$ cat src/rtl/key_debounce.sv
// ---------------------------------------------------------------------------
// key_debounce
//
// Turns one raw, bouncy, asynchronous push-button line into a clean,
// synchronous, active-high level. The input first passes through a 2-flop
// synchronizer. A four-state qualification FSM then accepts a level change
// only after STABLE_CYCLES consecutive identical synchronized samples.
//
// key_level feeds a one-shot press detector, so it must never glitch. It may
// only toggle after a fully qualified change. An opposite sample seen during
// qualification throws the candidate away and returns the FSM to the stable
// state.
//
// Parameters:
//   STABLE_CYCLES : consecutive identical samples needed to accept a change
//                   (legal range 2 .. 2**24; 50000 = 1 ms at 50 MHz)
//   ACTIVE_LOW_IN : 1 -> key_raw==0 means pressed, 0 -> key_raw==1 means pressed
//
// Ports:
//   clk       in   system clock
//   reset     in   asynchronous active-low reset; release is taken on a clk edge
//   key_raw   in   raw button pin, asynchronous to clk
//   key_level out  debounced level, 1 = pressed (registered)
//   busy      out  1 while a candidate level change is being qualified (registered)
// ---------------------------------------------------------------------------
module key_debounce #(
    parameter int unsigned STABLE_CYCLES = 50000,
    parameter bit          ACTIVE_LOW_IN = 1'b1
) (
    input  logic clk,
    input  logic reset,
    input  logic key_raw,
    output logic key_level,
    output logic busy
);

    // Wide enough to hold STABLE_CYCLES itself. The counter never goes
    // above STABLE_CYCLES-1, so it can never wrap.
    localparam int CNT_W = $clog2(STABLE_CYCLES + 1);
    localparam logic [CNT_W-1:0] LAST_CNT = CNT_W'(STABLE_CYCLES - 1);
    localparam logic [CNT_W-1:0] ONE_CNT  = CNT_W'(1);

    typedef enum logic [1:0] {
        RELEASED  = 2'd0,
        CHK_PRESS = 2'd1,
        PRESSED   = 2'd2,
        CHK_REL   = 2'd3
    } state_t;

    // -----------------------------------------------------------------------
    // Input normalisation and synchronizer
    // -----------------------------------------------------------------------
    // Polarity is folded in before the synchronizer. Everything downstream
    // then sees 1 = pressed, whatever the board wiring.
    logic p;
    logic sync1;
    logic s;

    assign p = key_raw ^ ACTIVE_LOW_IN;

    // NOTE: every clocked block uses non-blocking assignments (<=). All
    // flops then update together from pre-edge values. This is what makes
    // s trail sync1 by exactly one cycle.
    // NOTE: the reset is asynchronous, so it acts without waiting for a clock
    // edge. Only control state is reset here; this block holds no memories.
    always_ff @(posedge clk or negedge reset) begin
        if (!reset) begin
            sync1 <= 1'b0;
            s     <= 1'b0;
        end else begin
            sync1 <= p;
            s     <= sync1;
        end
    end

    // -----------------------------------------------------------------------
    // Qualification FSM: state register
    // -----------------------------------------------------------------------
    state_t           state;
    state_t           state_next;
    logic [CNT_W-1:0] cnt;
    logic [CNT_W-1:0] cnt_next;
    logic             level_next;
    logic             busy_next;

    always_ff @(posedge clk or negedge reset) begin
        if (!reset) begin
            state     <= RELEASED;
            cnt       <= '0;
            key_level <= 1'b0;
            busy      <= 1'b0;
        end else begin
            state     <= state_next;
            cnt       <= cnt_next;
            key_level <= level_next;
            busy      <= busy_next;
        end
    end

    // -----------------------------------------------------------------------
    // Qualification FSM: next state, counter and output decode
    // -----------------------------------------------------------------------
    // cnt holds how many consecutive candidate samples have been seen so far.
    // The sample that starts qualification counts as 1. The change is
    // accepted on the edge that sees sample number STABLE_CYCLES.
    always_comb begin
        // NOTE: defaults are assigned before the case statement. Every path
        // then drives every signal, so no latch can be inferred. These
        // defaults also send any unexpected encoding back to RELEASED.
        state_next = RELEASED;
        cnt_next   = '0;

        case (state)
            RELEASED: begin
                if (s) begin
                    state_next = CHK_PRESS;
                    cnt_next   = ONE_CNT;
                end else begin
                    state_next = RELEASED;
                end
            end

            CHK_PRESS: begin
                if (!s) begin
                    state_next = RELEASED;           // bounce: discard candidate
                end else if (cnt == LAST_CNT) begin
                    state_next = PRESSED;            // press qualified
                end else begin
                    state_next = CHK_PRESS;
                    cnt_next   = cnt + ONE_CNT;
                end
            end

            PRESSED: begin
                if (!s) begin
                    state_next = CHK_REL;
                    cnt_next   = ONE_CNT;
                end else begin
                    state_next = PRESSED;
                end
            end

            CHK_REL: begin
                if (s) begin
                    state_next = PRESSED;            // bounce: discard candidate
                end else if (cnt == LAST_CNT) begin
                    state_next = RELEASED;           // release qualified
                end else begin
                    state_next = CHK_REL;
                    cnt_next   = cnt + ONE_CNT;
                end
            end

            default: begin
                state_next = RELEASED;
                cnt_next   = '0;
            end
        endcase

        // Outputs are decoded from the next state and then registered, so
        // they line up with the state register and have no path back to
        // key_raw. key_level stays high through CHK_REL; it only drops once
        // the release has been qualified.
        level_next = (state_next == PRESSED)   || (state_next == CHK_REL);
        busy_next  = (state_next == CHK_PRESS) || (state_next == CHK_REL);
    end

endmodule

$ cat config.mk
export PLATFORM = sky130hd
export DESIGN_NAME = key_debounce
export DESIGN_NICKNAME = d
export VERILOG_FILES = /design/src/rtl/key_debounce.sv
export SDC_FILE = /design/constraint.sdc
export NUM_CORES = 1
export LEC_CHECK = 0
export BUFFER_PORTS_ARGS = -buffer_cell sky130_fd_sc_hd__buf_2
export CAP_MARGIN = 15
export CELL_PAD_IN_SITES_DETAIL_PLACEMENT = 0
export CELL_PAD_IN_SITES_GLOBAL_PLACEMENT = 2
export CORE_MARGIN = 3
export CORE_UTILIZATION = 41
export CTS_BUF_LIST = sky130_fd_sc_hd__clkbuf_4 sky130_fd_sc_hd__clkbuf_8 sky130_fd_sc_hd__clkbuf_16
export DETAILED_ROUTE_END_ITERATION = 8
export PLACE_DENSITY = 0.9
export SKIP_CTS_REPAIR_TIMING = 1
export SYNTH_ARGS = -nofsm -noshare
export SYNTH_HDL_FRONTEND = slang
export SYNTH_SLANG_ARGS = --single-unit
$ cat constraint.sdc
create_clock -name clk -period 3.2 [get_ports clk]
set_clock_uncertainty 0.05 [all_clocks]
set_input_delay 0.64 -clock clk [delete_from_list [all_inputs] [get_ports clk]]
set_output_delay 0.64 -clock clk [all_outputs]
set_load 0.1 [all_outputs]
==> run_results.csv, run 1 <==
group,metric,value,unit
placed_design,placed_cell_area,1020,um^2
outcome,status,"complete, no violations",
floorplan,initial_core_util,0.440,
timing,fmax,437,MHz
floorplan,coreArea,2230,um^2
layout,fin_nets,105,
placed_design,numPortBuffers,4,
clocking,clk_pin_slew,0.11,ns
layout,fillCellCount,227,
yosys,yosysTopAreaCell,"dfrtp_1",
yosys,syn_area,982,um^2
yosys,synth_fp_nets,98,
setup_path,crit_fanout,14,
clocking,clk_path_buf_depth,2,
power_and_ir_drop,p_leak,0.406,nW
route,drt-vias-per-instance,5.08,
layout,synthToLayoutAreaGrowth,6.75,%
setup_path,critical_path_arrival,2.40,ns
setup_path,crit_path_end_kind,"register",
timing,maxSlewViolCount,0,
setup_path,crit_type,"reg2reg",
timing,rsz0062_at_grt,"false",
min_path,min_path_type,"in2async",
layout,final_cell_mix,"21 x dfrtp_1, 19 x nor2_1, 13 x xnor2_1, 6 x inv_1, 5 x nand3_1",
job,drv_cap,0,
layout,final_area,1050,um^2
clocking,clk_latency,0.30,ns
clocking,clock_sinks,21,
layout,layout_commonest_cell,"dfrtp_1",
clocking,clockRootBuffer,"clkbuf_4",
grt,grt.overflow.total,0,
timing,period_needed,2.29,ns
route,firstDrtPassIters,4,
timing,max_slew.worst_pin.slew,0.776,ns
floorplan,die-width,54.9,um
yosys,synth_warnings,0,
grt,grt_max_degree,22,
route,vias,650,
yosys,seq_area_frac_synth,0.535,
yosys,synth_top_cell_area_share,0.535,
floorplan,fp.dieArea,3020,um^2
layout,antenna_cells,0,
timing,fin_tns_setup,0,ns
power_and_ir_drop,power_density,399,nW/um^2
placed_design,place_hpwl,1120,um
route,drc,0,
placed_design,gp_congestion,0.770,
power_and_ir_drop,peakVddDrop,0.293,mV
yosys,syn_inst,94,
floorplan,ios,5,
setup_path,cp-start-kind,"register",
floorplan,placementRows,17,
yosys,synth.distinct_cells,23,
clocking,tritoncts,"built",
setup_path,cp.required,3.31,ns
grt,grt_pass1_vias,669,
yosys,synth_seq_cells,21,
timing,relSlewSlack,0.483,
route,drtIter0Drc,15,
route,routedWlPerCell,12.3,um
layout,layout-drive-gt1-share,0.130,
grt,grtUsageTotal,0.144,
timing,finalCritPeriodShare,0.715,
timing,setup_viol,0,
clocking,cts_buffers,3,
grt,grt_pass1_wl,2950,um
floorplan,die_y,54.9,um
yosys,syn_area_per_cell,10.4,um^2
yosys,netlist_top_cells_area,"dfrtp_1 54%, xnor2_1 12%, nor2_1 7.3%, nand3_1 2.5%, inv_1 2.3%",
clocking,htree_levels,1,
timing,finalHoldViolations,0,
route,route.antenna.remaining_nets,0,
route,totalWireLength,1580,um
grt,antenna_found_initial,0,
## flip-flops by register name (all words and copies together), names as in the netlist
register   cells
busy           1
sync1          1
key_level      1
state          1
s              1
cnt           16
## through the flow
step	hold slack (ns)	cells	power [mW]	utilization	worst slack, ns
after floorplan	0.281	94	0.290	-	1.41
after global placement	0.293	124	0.297	0.457	0.961
after detailed placement	0.290	124	0.298	0.457	0.920
after CTS	0.218	128	0.427	0.469	0.886
after global routing	0.213	128	0.447	0.469	0.692
final	0.212	128	0.418	0.469	0.912
## power breakdown
part | switching, mW | leakage (nW) | internal, mW
combinational | 0.0152 | 0.104 | 0.00450
clock | 0.0795 | 0.0177 | 0.0467
sequential | 0.00313 | 0.284 | 0.269
## critical path, stage by stage, from the launching register on
cell	delay (ns)
dfrtp_1	0.40
ha_1	0.20
nand3_1	0.29
nor4_4	0.43
or2_0	0.65
nor2_1	0.13
## per-layer routing
layer  global-route usage  vias to the layer above  share of wire
met3               0.0563                        2          0.038
met2                0.236                        9           0.48
met4               0.0607                        0          0.013
met5                    0                        -              0
met1                0.167                      314           0.47
li1                     -                      325              -
## cells by family (layout without fill, tap and decap cells)
| group | count (synthesis) | count (layout) | share of synthesized area |
|---|---|---|---|
| flops | 21 | 21 | 0.535 |
| fa+ha+maj | 1 | 1 | 0.0127 |
| compound gates | 4 | 4 | 0.0268 |
| mux | 2 | 2 | 0.0229 |
| buf+inv | 8 | 14 | 0.0395 |
| xor+xnor | 14 | 14 | 0.125 |
| simple gates | 44 | 44 | 0.238 |
## final cells by class
type,instances,area [um^2],area share
clock inverters,1,5.00,0.00477
multi-input cells,65,418,0.399
repair buffers,4,20.0,0.0191
clock buffers,3,22.5,0.0215
inverters,6,22.5,0.0215
flip-flops and latches,21,526,0.501
well taps,28,35.0,0.0334
## synth_stat cells
cell / count
nand3_1: 5
nor3_1: 4
nand4bb_1: 1
a21oi_1: 2
a31o_2: 1
xor2_1: 1
mux2_2: 2
nand2_1: 4
or4_4: 1
or2_0: 1
nand4_1: 3
nor2_1: 19
nand4b_1: 1
xnor2_1: 13
dfrtp_1: 21
nor4_4: 1
o21a_1: 1
nor4_1: 3
buf_6: 1
nand2b_1: 1
ha_1: 1
buf_2: 1
inv_1: 6
## path summary, 6_finish.rpt
| path | startpoint | end | slack [ns] | depth (start not counted) |
|---|---|---|---|---|
| worst max-delay path | cnt[0] | cnt[6] | 0.91 | 5 |
| worst min-delay path | reset | cnt[3] | 0.21 | 1 |
| worst max register to register | cnt[0] | cnt[6] | 0.91 | 5 |
| worst min register to register | sync1 | s | 0.33 | 0 |
| max in group asynchronous | reset | cnt[2] | 2.58 | 1 |
| min in group clk | sync1 | s | 0.33 | 0 |
(Power assumes the default switching activity.)
==> run 2, diff against run 1 <==
CORE_UTILIZATION = 34   (was 41)
PLACE_DENSITY = 0.81   (was 0.9)
clock period = 2 ns   (was 3.2 ns; I/O delays follow)
==> run 2 against run 1 <==
Worst hold slack got worse by 0.054 ns. Count of clock-buffer cells in the layout unchanged. Non-clock buffer count up 5. Register-to-register slack got worse by 0.76 ns. Via count grew 2.0%. Clock power is 67% higher. Combinational power grew 84%. Power grew 63%. Cell count rose by 5.5%. Sequential cell count unchanged. Critical endpoint is now cnt[9].
==> run_results.csv, run 2 (synthesis gave the netlist of run 1 again) <==
group,metric,value,unit
clocking,clock_sinks,21,
timing,fmax,540,MHz
placed_design,dp.cells,130,
min_path,hold_depth,2,
placed_design,numPortBuffers,4,
route,firstDrtPassIters,3,
layout,layout_commonest_cell,"dfrtp_1",
floorplan,ios,5,
min_path,min_from,"key_raw",
timing,setup_viol,0,
layout,largest-register,"cnt",
setup_path,crit_type,"reg2reg",
power_and_ir_drop,p_leak,0.425,nW
layout,largest_reg_flops,16,
grt,grt_pass1_vias,666,
placed_design,place_hpwl,1230,um
setup_path,reg2reg_from,"cnt[5]",
route,drtIter0Drc,7,
placed_design,gp_congestion,0.772,
min_path,hold_end,"sync1",
setup_path,critPathSlowestCell,"or4_4",
timing,finalCritPeriodShare,0.926,
placed_design,pre_cts_ws,0.146,ns
layout,layout-drive-gt1-share,0.162,
power_and_ir_drop,p_int,0.517,mW
power_and_ir_drop,power_density,624,nW/um^2
setup_path,crit_path_end_kind,"register",
grt,grt_max_degree,22,
setup_path,critPathBufInv,1,
timing,max_slew.worst_pin.slew,0.488,ns
power_and_ir_drop,p_switching,0.164,mW
setup_path,r2r_slack,0.15,ns
power_and_ir_drop,power_frac_clock,0.308,
timing,relSlewSlack,0.677,
setup_path,r2r_cells,5,
route,wl_met1,819,um
setup_path,max_stage_delay,0.56,ns
route,route.antenna.remaining_nets,0,
clocking,htree_levels,1,
layout,synthToLayoutAreaGrowth,11.3,%
setup_path,cp.required,2.16,ns
setup_path,path_delay_family,"simple AND/OR/NAND/NOR gates",
grt,grt.overflow.total,0,
floorplan,fp.dieArea,3570,um^2
job,drv_cap,0,
floorplan,die-width,59.7,um
layout,final_util,0.419,
floorplan,placementRows,18,
timing,finalHoldViolations,0,
floorplan,die_y,59.7,um
floorplan,initial_core_util,0.376,
timing,fin_tns_setup,0,ns
timing,postLayoutSetupSlackWorst,0.148,ns
route,wl_met3,56,um
clocking,clockRootBuffer,"clkbuf_4",
floorplan,coreArea,2610,um^2
grt,grtUsageTotal,0.114,
layout,final_cell_mix,"21 x dfrtp_1, 19 x nor2_1, 13 x xnor2_1, 6 x inv_1, 5 x nand3_1",
route,totalWireLength,1690,um
timing,period_needed,1.85,ns
clocking,cts_buffers,3,
route,drc,0,
setup_path,critical_path_arrival,2.01,ns
clocking,clk_latency,0.31,ns
route,vias,663,
power_and_ir_drop,total_power,0.682,mW
layout,fillCellCount,260,
timing,rsz0062_at_grt,"false",
clocking,clk_path_buf_depth,2,
power_and_ir_drop,peakVddDrop,0.410,mV
layout,fin_nets,110,
route,drt-vias-per-instance,4.91,
setup_path,cp_cell_sequence,"or4_4 > nor4_4 > or2_0 > buf_4 > nor2_1",
route,dr_wl_met2,793,um
clocking,tritoncts,"built",
setup_path,crit_fanout,10,
layout,antenna_cells,0,
setup_path,r2r_end,"cnt[9]",
route,routedWlPerCell,12.5,um
min_path,min_path_type,"in2reg",
power_and_ir_drop,power_frac_comb,0.053,
grt,grt_pass1_wl,2970,um
layout,stdcell_count,135,
power_and_ir_drop,swShare,0.241,
power_and_ir_drop,pwr-share-seq,0.638,
grt,antenna_found_initial,0,
route,highest_layer,"met4",
timing,maxSlewViolCount,0,
clocking,clk_pin_slew,0.12,ns
outcome,status,"complete, no violations",
setup_path,cp-start-kind,"register",
[run 2: worst max path at each step]
| stage | from | endpoint | slack [ns] | cells past startpoint |
|---|---|---|---|---|
| after floorplan | cnt[7] | cnt[10] | 0.21 | 6 |
| after global placement | cnt[5] | state[1] | 0.19 | 4 |
| after detailed placement | cnt[5] | state[1] | 0.15 | 4 |
| after CTS | cnt[5] | state[1] | 0.13 | 4 |
| after global routing | cnt[5] | cnt[9] | 0.04 | 5 |
| final | cnt[5] | cnt[9] | 0.15 | 5 |
[run 2: per-layer routing]
layer,vias to the layer above,GRT usage
li1,335,-
met1,317,0.152
met2,6,0.176
met3,5,0.0389
met4,0,0.0285
met5,-,0
[run 2: power by group through the flow]
stage                     logic [mW]  registers [mW]  clock network (mW)
after global placement        0.0355           0.443                   0
after global routing          0.0401           0.437               0.238
after detailed placement      0.0357           0.444                   0
after floorplan               0.0141           0.450                   0
after CTS                     0.0359           0.436               0.225
final                         0.0362           0.435               0.210
[run 2: area by class of cell]
cell class              count  area (um^2)  share of cell area
flip-flops and latches     21          526               0.481
multi-input cells          65          418               0.382
repair buffers              9         60.1              0.0549
well taps                  30         37.5              0.0343
clock buffers               3         22.5              0.0206
inverters                   6         22.5              0.0206
clock inverters             1         7.51             0.00686
[run 2: metrics by stage]
stage | hold slack (ns) | instance area [um^2]
3_3_place_gp | 0.293 | 1050
4_1_cts | -0.0324 | 1080
6_report | 0.159 | 1090
3_5_place_dp | 0.298 | 1050
2_1_floorplan | 0.0544 | 982
5_1_grt | 0.147 | 1090
==> run 3, diff against run 2 <==
ABC_AREA = 1   (was unset)
CORE_UTILIZATION = 32   (was 34)
PLACE_DENSITY = 0.83   (was 0.81)
==> run 3 against run 2 <==
Synthesized cell count grew 45%. Via count grew 24%. Routed wire length grew 17%. First-iteration DRC count grew 110%. Count of clock-buffer cells in the layout is the same. Utilization shrank 3.8 points. Area after synthesis grew 10%. Global-route usage shrank 0.45 points. Clock power grew 4%. Critical endpoint is now busy. Largest power group unchanged.
==> run_results.csv, run 3 <==
group,metric,value,unit
power_and_ir_drop,swShare,0.252,
route,drtIter0Drc,15,
power_and_ir_drop,power_frac_clock,0.315,
layout,fin_nets,150,
setup_path,cp-start-kind,"register",
floorplan,coreArea,3150,um^2
setup_path,cp_cell_sequence,"buf_2",
placed_design,placed_cell_area,1160,um^2
layout,antenna_cells,0,
grt,grt_max_degree,22,
layout,layout-drive-gt1-share,0.138,
floorplan,initial_core_util,0.344,
setup_path,path_delay_family,"buffers and inverters",
yosys,seq_area_frac_synth,0.484,
setup_path,crit_type,"reg2out",
layout,largest_reg_flops,16,
grt,grt.overflow.total,0,
outcome,status,"complete, no violations",
route,drc,0,
route,route.antenna.remaining_nets,0,
placed_design,pre_cts_ws,0.569,ns
power_and_ir_drop,p_leak,0.543,nW
clocking,cts_buffers,3,
yosys,synth.distinct_cells,19,
setup_path,crit_fanout,4,
min_path,min_path_type,"in2reg",
floorplan,ios,5,
grt,grt_pass1_wl,3480,um
route,firstDrtPassIters,3,
yosys,synthArstFlopShare,1.00,
clocking,clk_pin_slew,0.13,ns
setup_path,critical_path_arrival,1.16,ns
placed_design,gp_congestion,0.737,
grt,antenna_found_initial,0,
floorplan,die_y,64.2,um
clocking,clockRootBuffer,"clkbuf_4",
timing,setup_viol,0,
power_and_ir_drop,p_int,0.517,mW
floorplan,placementRows,20,
yosys,synth_edf_count,0,
layout,largest-register,"cnt",
floorplan,fp.dieArea,4120,um^2
layout,synthToLayoutAreaGrowth,10.6,%
power_and_ir_drop,p_switching,0.175,mW
yosys,syn_area_per_cell,7.98,um^2
yosys,yosysTopAreaCell,"dfrtp_1",
power_and_ir_drop,pwr-share-seq,0.628,
yosys,netlist_top_cells_area,"dfrtp_1 48%, nand2_1 11%, nor2_1 11%, inv_1 5.5%, xor2_1 4.8%",
clocking,clk_latency,0.31,ns
timing,max_slew.worst_pin.slew,0.485,ns
layout,layout_commonest_cell,"nand2_1",
yosys,synth.most_common_cell,"nand2_1",
yosys,synth_top_cell_area_share,0.484,
layout,final_cell_mix,"33 x nand2_1, 32 x nor2_1, 21 x dfrtp_1, 16 x inv_1",
yosys,synth_ff_type,"dfrtp_1",
setup_path,max_stage_delay,0.44,ns
yosys,yosys-top-cells-count,"33 x nand2_1, 32 x nor2_1, 21 x dfrtp_1",
yosys,syn_inst,136,
clocking,tritoncts,"built",
power_and_ir_drop,peakVddDrop,0.303,mV
yosys,synth_warnings,0,
timing,maxSlewViolCount,0,
clocking,clock_sinks,21,
job,drv_cap,0,
route,totalWireLength,1980,um
timing,relSlewSlack,0.679,
route,vias,824,
setup_path,cp.required,1.55,ns
floorplan,die-width,64.2,um
timing,rsz0062_at_grt,"false",
timing,period_needed,1.61,ns
clocking,clk_path_buf_depth,2,
grt,grtUsageTotal,0.109,
timing,fin_tns_setup,0,ns
route,drt-vias-per-instance,4.36,
power_and_ir_drop,power_frac_comb,0.058,
route,routedWlPerCell,10.4,um
setup_path,critPathSlowestCell,"buf_2",
yosys,synth_fp_nets,140,
placed_design,place_hpwl,1520,um
setup_path,critPathBufInv,1,
timing,finalHoldViolations,0,
grt,grt_pass1_vias,760,
yosys,synth_seq_cells,21,
timing,fmax,621,MHz
layout,final_util,0.381,
layout,final_area,1200,um^2
setup_path,crit_path_end_kind,"output pin",
clocking,htree_levels,1,
timing,postLayoutSetupSlackWorst,0.390,ns
yosys,syn_area,1080,um^2
timing,finalCritPeriodShare,0.805,
power_and_ir_drop,power_density,576,nW/um^2
placed_design,numPortBuffers,4,
## run 3: changes by cell type after synthesis, sizes merged, moves of 4 or more
cell and delta:
xnor2 -11, nor2 +18, nand2 +32, nor3 -4, xor2 +5, inv +11, nor4 -4
## run 3: layout make-up
class                      instances  area (um^2)
inverter                          17         63.8
clock buffer                       3         22.5
sequential                        21          526
tap                               44         55.1
fill                             364         1950
multi-input combinational         98          495
clock inverter                     1         7.51
timing repair buffer               5         30.0
## run 3: final timing paths
check                      startpoint  endpoint  slack (ns)  cells past startpoint
min reg2reg                     sync1         s        0.32                      0
max reg2reg                    cnt[0]    cnt[9]        0.54                      6
max                              busy      busy        0.39                      1
min                           key_raw     sync1        0.15                      2
max in group asynchronous       reset   cnt[13]        1.07                      2
min in group asynchronous       reset    cnt[5]        0.50                      2
## run 3: power by group through the flow
stage / clock network [mW] / logic (mW) / registers, mW
after CTS: 0.224 / 0.0395 / 0.434
after detailed placement: 0 / 0.0394 / 0.442
after global routing: 0.239 / 0.0451 / 0.435
after floorplan: 0 / 0.0166 / 0.449
after global placement: 0 / 0.0393 / 0.442
final: 0.218 / 0.0398 / 0.434
## run 3: per-stage QoR
| stage | instances | hold slack (ns) | total power, mW |
|---|---|---|---|
| 6_report | 189 | 0.149 | 0.691 |
| 5_1_grt | 189 | 0.145 | 0.719 |
| 4_1_cts | 188 | -0.0175 | 0.698 |
| 3_5_place_dp | 184 | 0.286 | 0.481 |
| 3_3_place_gp | 184 | 0.288 | 0.481 |
| 2_1_floorplan | 136 | 0.0544 | 0.466 |
## run 3: logic make-up (layout without fill, tap and decap cells)
family | after synthesis | after routing | synth area share
buffers and inverters | 17 | 26 | 0.0588
AOI/OAI and AO/OA | 7 | 7 | 0.0450
DFF | 21 | 21 | 0.484
adders and majority gates | 1 | 1 | 0.0115
and+or+nand+nor | 82 | 82 | 0.336
xor gates and xnor gates | 8 | 8 | 0.0646
## run 3: per-layer routing
metal | vias to the layer above | global-route usage | wire length [um]
met4 | 0 | 0.0554 | 43
met3 | 5 | 0.0158 | 28
met5 | - | 0 | 0
li1 | 430 | - | -
met2 | 6 | 0.175 | 912
met1 | 383 | 0.142 | 990
